===== src/rtl/shift_mul_pkg.sv =====
// shift_mul_pkg: shared widths and FSM state encoding for the shift-and-add multiplier
package shift_mul_pkg;
  localparam int WIDTH = 16;
  localparam int DIST_W = 4;
  localparam int OUT_W = 32;
  localparam int SHIFT_LAT = 2;
  typedef enum logic [1:0] {IDLE, ISSUE, DRAIN, DONE} state_t;
endpackage


===== src/rtl/shift_mul_seq_if.sv =====
// shift_mul_seq_if: start/busy/done request bus plus the shifter operand/result path
interface shift_mul_seq_if #(
  parameter int WIDTH = shift_mul_pkg::WIDTH,
  parameter int DIST_W = shift_mul_pkg::DIST_W,
  parameter int OUT_W = shift_mul_pkg::OUT_W
);
  logic start;
  logic [WIDTH-1:0] a;
  logic [WIDTH-1:0] b;
  logic busy;
  logic done;
  logic [OUT_W-1:0] product;
  logic [WIDTH-1:0] sh_a;
  logic [DIST_W-1:0] sh_distance;
  logic [OUT_W-1:0] sh_r;
  modport slave (input start, a, b, sh_r, output busy, done, product, sh_a, sh_distance);
  modport master (output start, a, b, sh_r, input busy, done, product, sh_a, sh_distance);
endinterface


===== src/rtl/shift_mul_seq_valid_delay.sv =====
// valid_delay: 1-bit tag delay line that lines issue tags up with the shifter result
module valid_delay #(
  parameter int DEPTH = shift_mul_pkg::SHIFT_LAT
) (
  input  logic clk,
  input  logic rst,
  input  logic din,
  output logic dout
);
  logic [DEPTH-1:0] sr_q, sr_d;
  always_comb begin
    sr_d = sr_q << 1;
    sr_d[0] = din;
  end
  always_ff @(posedge clk) sr_q <= rst ? '0 : sr_d;
  assign dout = sr_q[DEPTH-1];
endmodule


===== src/rtl/shift_mul_seq.sv =====
// shift_mul_seq: fixed-latency shift-and-add multiplier driving an external pipelined shifter
module shift_mul_seq #(
  parameter int WIDTH = shift_mul_pkg::WIDTH,
  parameter int DIST_W = shift_mul_pkg::DIST_W,
  parameter int OUT_W = shift_mul_pkg::OUT_W,
  parameter int SHIFT_LAT = shift_mul_pkg::SHIFT_LAT
) (
  input logic clk,
  input logic rst,
  shift_mul_seq_if.slave bus
);
  import shift_mul_pkg::*;
  state_t state_q, state_d;
  logic [WIDTH-1:0] a_q, a_d, b_q, b_d;
  logic [DIST_W-1:0] idx_q, idx_d;
  logic [OUT_W-1:0] acc_q, acc_d, product_q, product_d;
  logic tag_in, tag_out;
  valid_delay #(.DEPTH(SHIFT_LAT)) u_valid_delay (
    .clk(clk),
    .rst(rst),
    .din(tag_in),
    .dout(tag_out)
  );
  always_comb begin
    state_d = state_q;
    a_d = a_q;
    b_d = b_q;
    idx_d = idx_q;
    acc_d = tag_out ? acc_q + bus.sh_r : acc_q;
    product_d = product_q;
    tag_in = 1'b0;
    unique case (state_q)
      IDLE: if (bus.start) begin
        state_d = ISSUE;
        a_d = bus.a;
        b_d = bus.b;
        idx_d = '0;
        acc_d = '0;
      end
      ISSUE: begin
        tag_in = b_q[idx_q];
        idx_d = idx_q + DIST_W'(1);
        if (idx_q == DIST_W'(WIDTH - 1)) begin
          state_d = DRAIN;
          idx_d = '0;
        end
      end
      DRAIN: begin
        idx_d = idx_q + DIST_W'(1);
        // the final partial product lands on this edge, so capture the updated sum
        if (idx_q == DIST_W'(SHIFT_LAT - 1)) begin
          state_d = DONE;
          idx_d = '0;
          product_d = acc_d;
        end
      end
      DONE: state_d = IDLE;
      default: state_d = IDLE;
    endcase
  end
  always_ff @(posedge clk) begin
    if (rst) begin
      state_q <= IDLE;
      a_q <= '0;
      b_q <= '0;
      idx_q <= '0;
      acc_q <= '0;
      product_q <= '0;
    end else begin
      state_q <= state_d;
      a_q <= a_d;
      b_q <= b_d;
      idx_q <= idx_d;
      acc_q <= acc_d;
      product_q <= product_d;
    end
  end
  assign bus.busy = state_q != IDLE;
  assign bus.done = state_q == DONE;
  assign bus.product = product_q;
  assign bus.sh_a = state_q == ISSUE ? a_q : '0;
  assign bus.sh_distance = state_q == ISSUE ? idx_q : '0;
endmodule

===== src/flat_wrapper.sv =====
// flat-port wrapper written by rule: the top's interface ports become plain ports
module shift_mul_seq_flat import shift_mul_pkg::*;
#(
  parameter int WIDTH = shift_mul_pkg::WIDTH,
  parameter int DIST_W = shift_mul_pkg::DIST_W,
  parameter int OUT_W = shift_mul_pkg::OUT_W,
  parameter int SHIFT_LAT = shift_mul_pkg::SHIFT_LAT
)
  (clk, rst, bus_start, bus_a, bus_b, bus_sh_r, bus_busy, bus_done, bus_product, bus_sh_a, bus_sh_distance);
  shift_mul_seq_if #(.WIDTH(WIDTH), .DIST_W(DIST_W), .OUT_W(OUT_W)) bus_i ();
  input logic clk;
  input logic rst;
  input wire logic [$bits(bus_i.start)-1:0] bus_start;
  input wire logic [$bits(bus_i.a)-1:0] bus_a;
  input wire logic [$bits(bus_i.b)-1:0] bus_b;
  input wire logic [$bits(bus_i.sh_r)-1:0] bus_sh_r;
  output wire logic [$bits(bus_i.busy)-1:0] bus_busy;
  output wire logic [$bits(bus_i.done)-1:0] bus_done;
  output wire logic [$bits(bus_i.product)-1:0] bus_product;
  output wire logic [$bits(bus_i.sh_a)-1:0] bus_sh_a;
  output wire logic [$bits(bus_i.sh_distance)-1:0] bus_sh_distance;
  assign bus_i.start = bus_start;
  assign bus_i.a = bus_a;
  assign bus_i.b = bus_b;
  assign bus_i.sh_r = bus_sh_r;
  assign bus_busy = bus_i.busy;
  assign bus_done = bus_i.done;
  assign bus_product = bus_i.product;
  assign bus_sh_a = bus_i.sh_a;
  assign bus_sh_distance = bus_i.sh_distance;
  shift_mul_seq #(.WIDTH(WIDTH), .DIST_W(DIST_W), .OUT_W(OUT_W), .SHIFT_LAT(SHIFT_LAT)) u_core (.clk(clk), .rst(rst), .bus(bus_i));
endmodule

===== config.mk =====
export PLATFORM = sky130hd
export DESIGN_NAME = shift_mul_seq_flat
export DESIGN_NICKNAME = d
export VERILOG_FILES = /design/src/rtl/shift_mul_pkg.sv /design/src/rtl/shift_mul_seq_if.sv /design/src/rtl/shift_mul_seq_valid_delay.sv /design/src/rtl/shift_mul_seq.sv /design/src/flat_wrapper.sv
export SDC_FILE = /design/constraint.sdc
export NUM_CORES = 1
export LEC_CHECK = 0
export CAP_MARGIN = 40
export CELL_PAD_IN_SITES_DETAIL_PLACEMENT = 2
export CELL_PAD_IN_SITES_GLOBAL_PLACEMENT = 2
export CORE_MARGIN = 2
export CORE_UTILIZATION = 30
export DETAILED_ROUTE_END_ITERATION = 10
export PLACE_DENSITY_LB_ADDON = 0.15
export SLEW_MARGIN = 20
export SYNTH_ARGS = -nofsm -noshare
export SYNTH_HDL_FRONTEND = slang
export SYNTH_HIERARCHICAL = 1
export SYNTH_SLANG_ARGS = --single-unit

===== constraint.sdc =====
create_clock -name clk -period 3.1 [get_ports clk]
set_input_delay 0.62 -clock clk [delete_from_list [all_inputs] [get_ports clk]]
set_output_delay 0.62 -clock clk [all_outputs]
set_load 0.01 [all_outputs]

==> impl_metrics.env <==
export IMPL_outcome="finished clean"
export IMPL_routed_via_density=5.29
export IMPL_htree_num_levels=3
export IMPL_path_class="in -> reg"
export IMPL_postRouteAntennaNets=0
export IMPL_cts_sinks=104
export IMPL_clock_skew_ns=0.00898
export IMPL_synthCells=727
export IMPL_whs_endpoint="u_core/u_valid_delay/sr_q[1]"
export IMPL_fin_area_um2=8350
export IMPL_period_share_pct=96.3
export IMPL_nNetsFinal=1001
export IMPL_syn_to_final_growth_pct=39.6
export IMPL_fillCellCount=2197
export IMPL_cp_cell_sequence="clkdlybuf4s50_1 > ha_1 > nand3_1 > o211ai_1 > a31oi_2 > a211oi_1 > o21bai_1 > and4_1 > a211oi_1 > a211oi_1"
export IMPL_dpl_cell_area_um2=7940
export IMPL_ys_ff_latch=104
export IMPL_switching_share_pct=34.2
export IMPL_diodes=0
export IMPL_drc=0
export IMPL_hp_start="u_core/u_valid_delay/sr_q[0]"
export IMPL_worstMarginPinSlew_ns=0.725
export IMPL_setup_tns_ns=0
export IMPL_r2r_cells=9
export IMPL_setup_viol_count_final=0
export IMPL_multi_input_area_um2=3750
export IMPL_clk_pin_slew_ns=0.08
export IMPL_layout_common_cells="clkdlybuf4s50_1, dfxtp_1, nand2_1, buf_4, nor2_1"
export IMPL_design_power_total_mw=3.73
export IMPL_cts_buffers=9
export IMPL_rsz0062_at_grt="yes"
export IMPL_async_reset_ff_share_pct=0
export IMPL_hold_violations=0
export IMPL_slowest_delay_ns=0.44
export IMPL_grt_pass1_vias=6854
export IMPL_initial_core_util_pct=30.6
export IMPL_ios=121
export IMPL_power_density_nw_per_um2=446
export IMPL_crit_buf_inv=1
export IMPL_drtIter0Drc=218
export IMPL_overflow=0
export IMPL_critPathCaptureType="flip-flop"
export IMPL_fp_dieW_um=145
export IMPL_detailedPlace_worstSlack_ns=-0.333
export IMPL_grt_usage_pct=20.8
export IMPL_sequentialPowerShare_pct=40.6
export IMPL_synthesis_area_um2=5980
export IMPL_cts_max_path_buffers=2
export IMPL_grt_pass1_wl_mm=35.8
export IMPL_yosysSeqAreaShare_pct=34.8
export IMPL_crit_top_cell="a211oi_1"
export IMPL_clkPwrFrac_pct=32.0
export IMPL_vias=6163
export IMPL_netSwitchingPower_mw=1.27
export IMPL_p_leak_nw=3.38
export IMPL_wire_per_inst_um=18.8
export IMPL_synth_edf_count=0
export IMPL_synth_cell_types=65
export IMPL_crit_family="compound AO/OA/AOI/OAI gates"
export IMPL_antenna_found_initial=0
export IMPL_dieArea_um2=21100
export IMPL_slowest_stage="clkdlybuf4s50_1"
export IMPL_maxCapViolCount=0
export IMPL_arrival_ns=3.21
export IMPL_cp_required_ns=3.32
export IMPL_critPathLaunchType="primary input"
export IMPL_hpwl_mm=16.2
export IMPL_cp_max_fo=3
export IMPL_ff_latch_area_um2=2080
export IMPL_die_h_um=145
export IMPL_synth_flop_cell="dfxtp_1"
export IMPL_drive_gt1_share_pct=15.2
export IMPL_r2r_setup_slack_ns=0.46
export IMPL_max_freq_mhz=335
export IMPL_maxSlewViolCount=0
export IMPL_gp_congestion=0.823
export IMPL_syn_mean_instance_area_um2=8.23
export IMPL_grt_max_degree=48
export IMPL_layout_commonest_cell="clkdlybuf4s50_1"
export IMPL_p_int_mw=2.45
export IMPL_drtPass1Iterations=4
export IMPL_slew_headroom_pct=51.7
export IMPL_synthesis_nets=834
export IMPL_yosys_warnings=6
export IMPL_wirelength_mm=21.9
export IMPL_setup_ws_ns=0.115
export IMPL_port_buffers=120
export IMPL_p_comb_share_pct=27.4
export IMPL_core_area_um2=19500
export IMPL_regToRegEndpoint="u_core/bus.product[26]"
export IMPL_layout_min_cycle_time_ns=2.98
export IMPL_min_path_type="reg -> reg"
export IMPL_cts_tree="done"
export IMPL_holdPathStages=1
export IMPL_r2r_start="u_core/acc_q[18]"
export IMPL_root_buffer="clkbuf_16"
export IMPL_vdd_ir_drop_max_mv=0.277
export IMPL_clock_latency_ns=0.37
export IMPL_num_rows=51
==> worst reg2reg max path, cell delays in order (launching register included) <==
cell and delay, ns:
dfxtp_1 0.37, ha_1 0.47, nand4_1 0.21, buf_4 0.19, nor4_1 0.27, inv_1 0.13
a311oi_4 0.33, nor3_1 0.08, nand3b_1 0.22, a311oi_1 0.28
==> registers in the layout, summed over array words and instances, names as in the netlist <==
signal	flops
u_core/u_valid_delay/sr_q	2
u_core/state_q	2
u_core/acc_q	32
u_core/a_q	16
u_core/idx_q	4
u_core/b_q	16
u_core/bus.product	32
==> worst max path at each step <==
stage | slack, ns | start | end | cells past startpoint
after global placement | -0.24 | bus_sh_r[0] | u_core/acc_q[30] | 11
after detailed placement | -0.33 | bus_sh_r[1] | u_core/acc_q[31] | 10
after floorplan | 0.34 | bus_sh_r[0] | u_core/acc_q[30] | 10
after CTS | 0.007 | bus_sh_r[1] | u_core/acc_q[31] | 10
after global routing | -0.03 | bus_sh_r[18] | u_core/acc_q[31] | 10
final | 0.12 | bus_sh_r[2] | u_core/bus.product[19] | 10
==> Yosys cell counts, drive strengths merged (8+ instances only) <==
library cell  count  area share, %
a211oi           34            4.5
a21o             22            2.8
a21oi            70            5.9
a31oi            11            1.3
and2             25            2.7
buf              19            1.4
clkbuf           29            1.8
dfxtp           104             35
ha               39            8.2
inv              17            1.1
mux2i            18            3.0
nand2            90            5.6
nand3            22            1.8
nand4             8           0.84
nor2             74            4.6
nor2b            10            1.0
nor3             11           0.92
o21a              8            1.0
o21ai            19            1.6
xnor2             8            1.2
xor2             10            1.5
==> layout make-up <==
cell class,instances,area share (%)
multi-input combinational,558,44.9
timing repair buffer,204,21.9
inverter,17,0.764
tap,265,3.97
sequential,104,24.9
clock buffer,9,2.70
clock inverter,7,0.869
==> through the flow <==
step	cells	hold slack, ns	utilization [%]
CTS	1163	0.448	42.2
finish	1164	0.441	42.8
detailed placement	1147	0.428	40.7
global route	1164	0.475	42.8
global placement	1147	0.425	40.7
floorplan	727	0.414	-
==> timing repair <==
| item | CTS | global route |
|---|---|---|
| resized for setup | 0 | 19 |
| buffers inserted | 0 | 1 |
| hold buffers | 0 | 0 |
| setup endpoints to repair | 0 | 25 |
==> power by group through the flow <==
| stage | Combinational, mW | Sequential, mW | Clock (mW) |
|---|---|---|---|
| floorplan | 0.591 | 1.53 | 0 |
| global placement | 0.976 | 1.53 | 0 |
| detailed placement | 1.02 | 1.55 | 0 |
| CTS | 1.03 | 1.52 | 1.23 |
| global route | 1.14 | 1.53 | 1.29 |
| finish | 1.02 | 1.51 | 1.19 |
==> cell families (layout without fill, tap and decap cells) <==
logic type,after synthesis,after routing,synth area share [%]
AOI/OAI and AO/OA,203,203,22.9
and+or+nand+nor,273,273,21.7
xor gates and xnor gates,18,18,2.64
adders and majority gates,40,40,8.49
muxes,24,24,5.08
buffers and inverters,65,237,4.31
DFF,104,104,34.8
==> metal layers <==
layer	global-route usage [%]	routed length, um	up-vias
met5	0	0	-
met3	4.28	960	32
met2	38.4	11200	118
met1	24.1	9310	3083
met4	6.42	473	0
li1	-	-	2930
(Power assumes the default switching activity.)
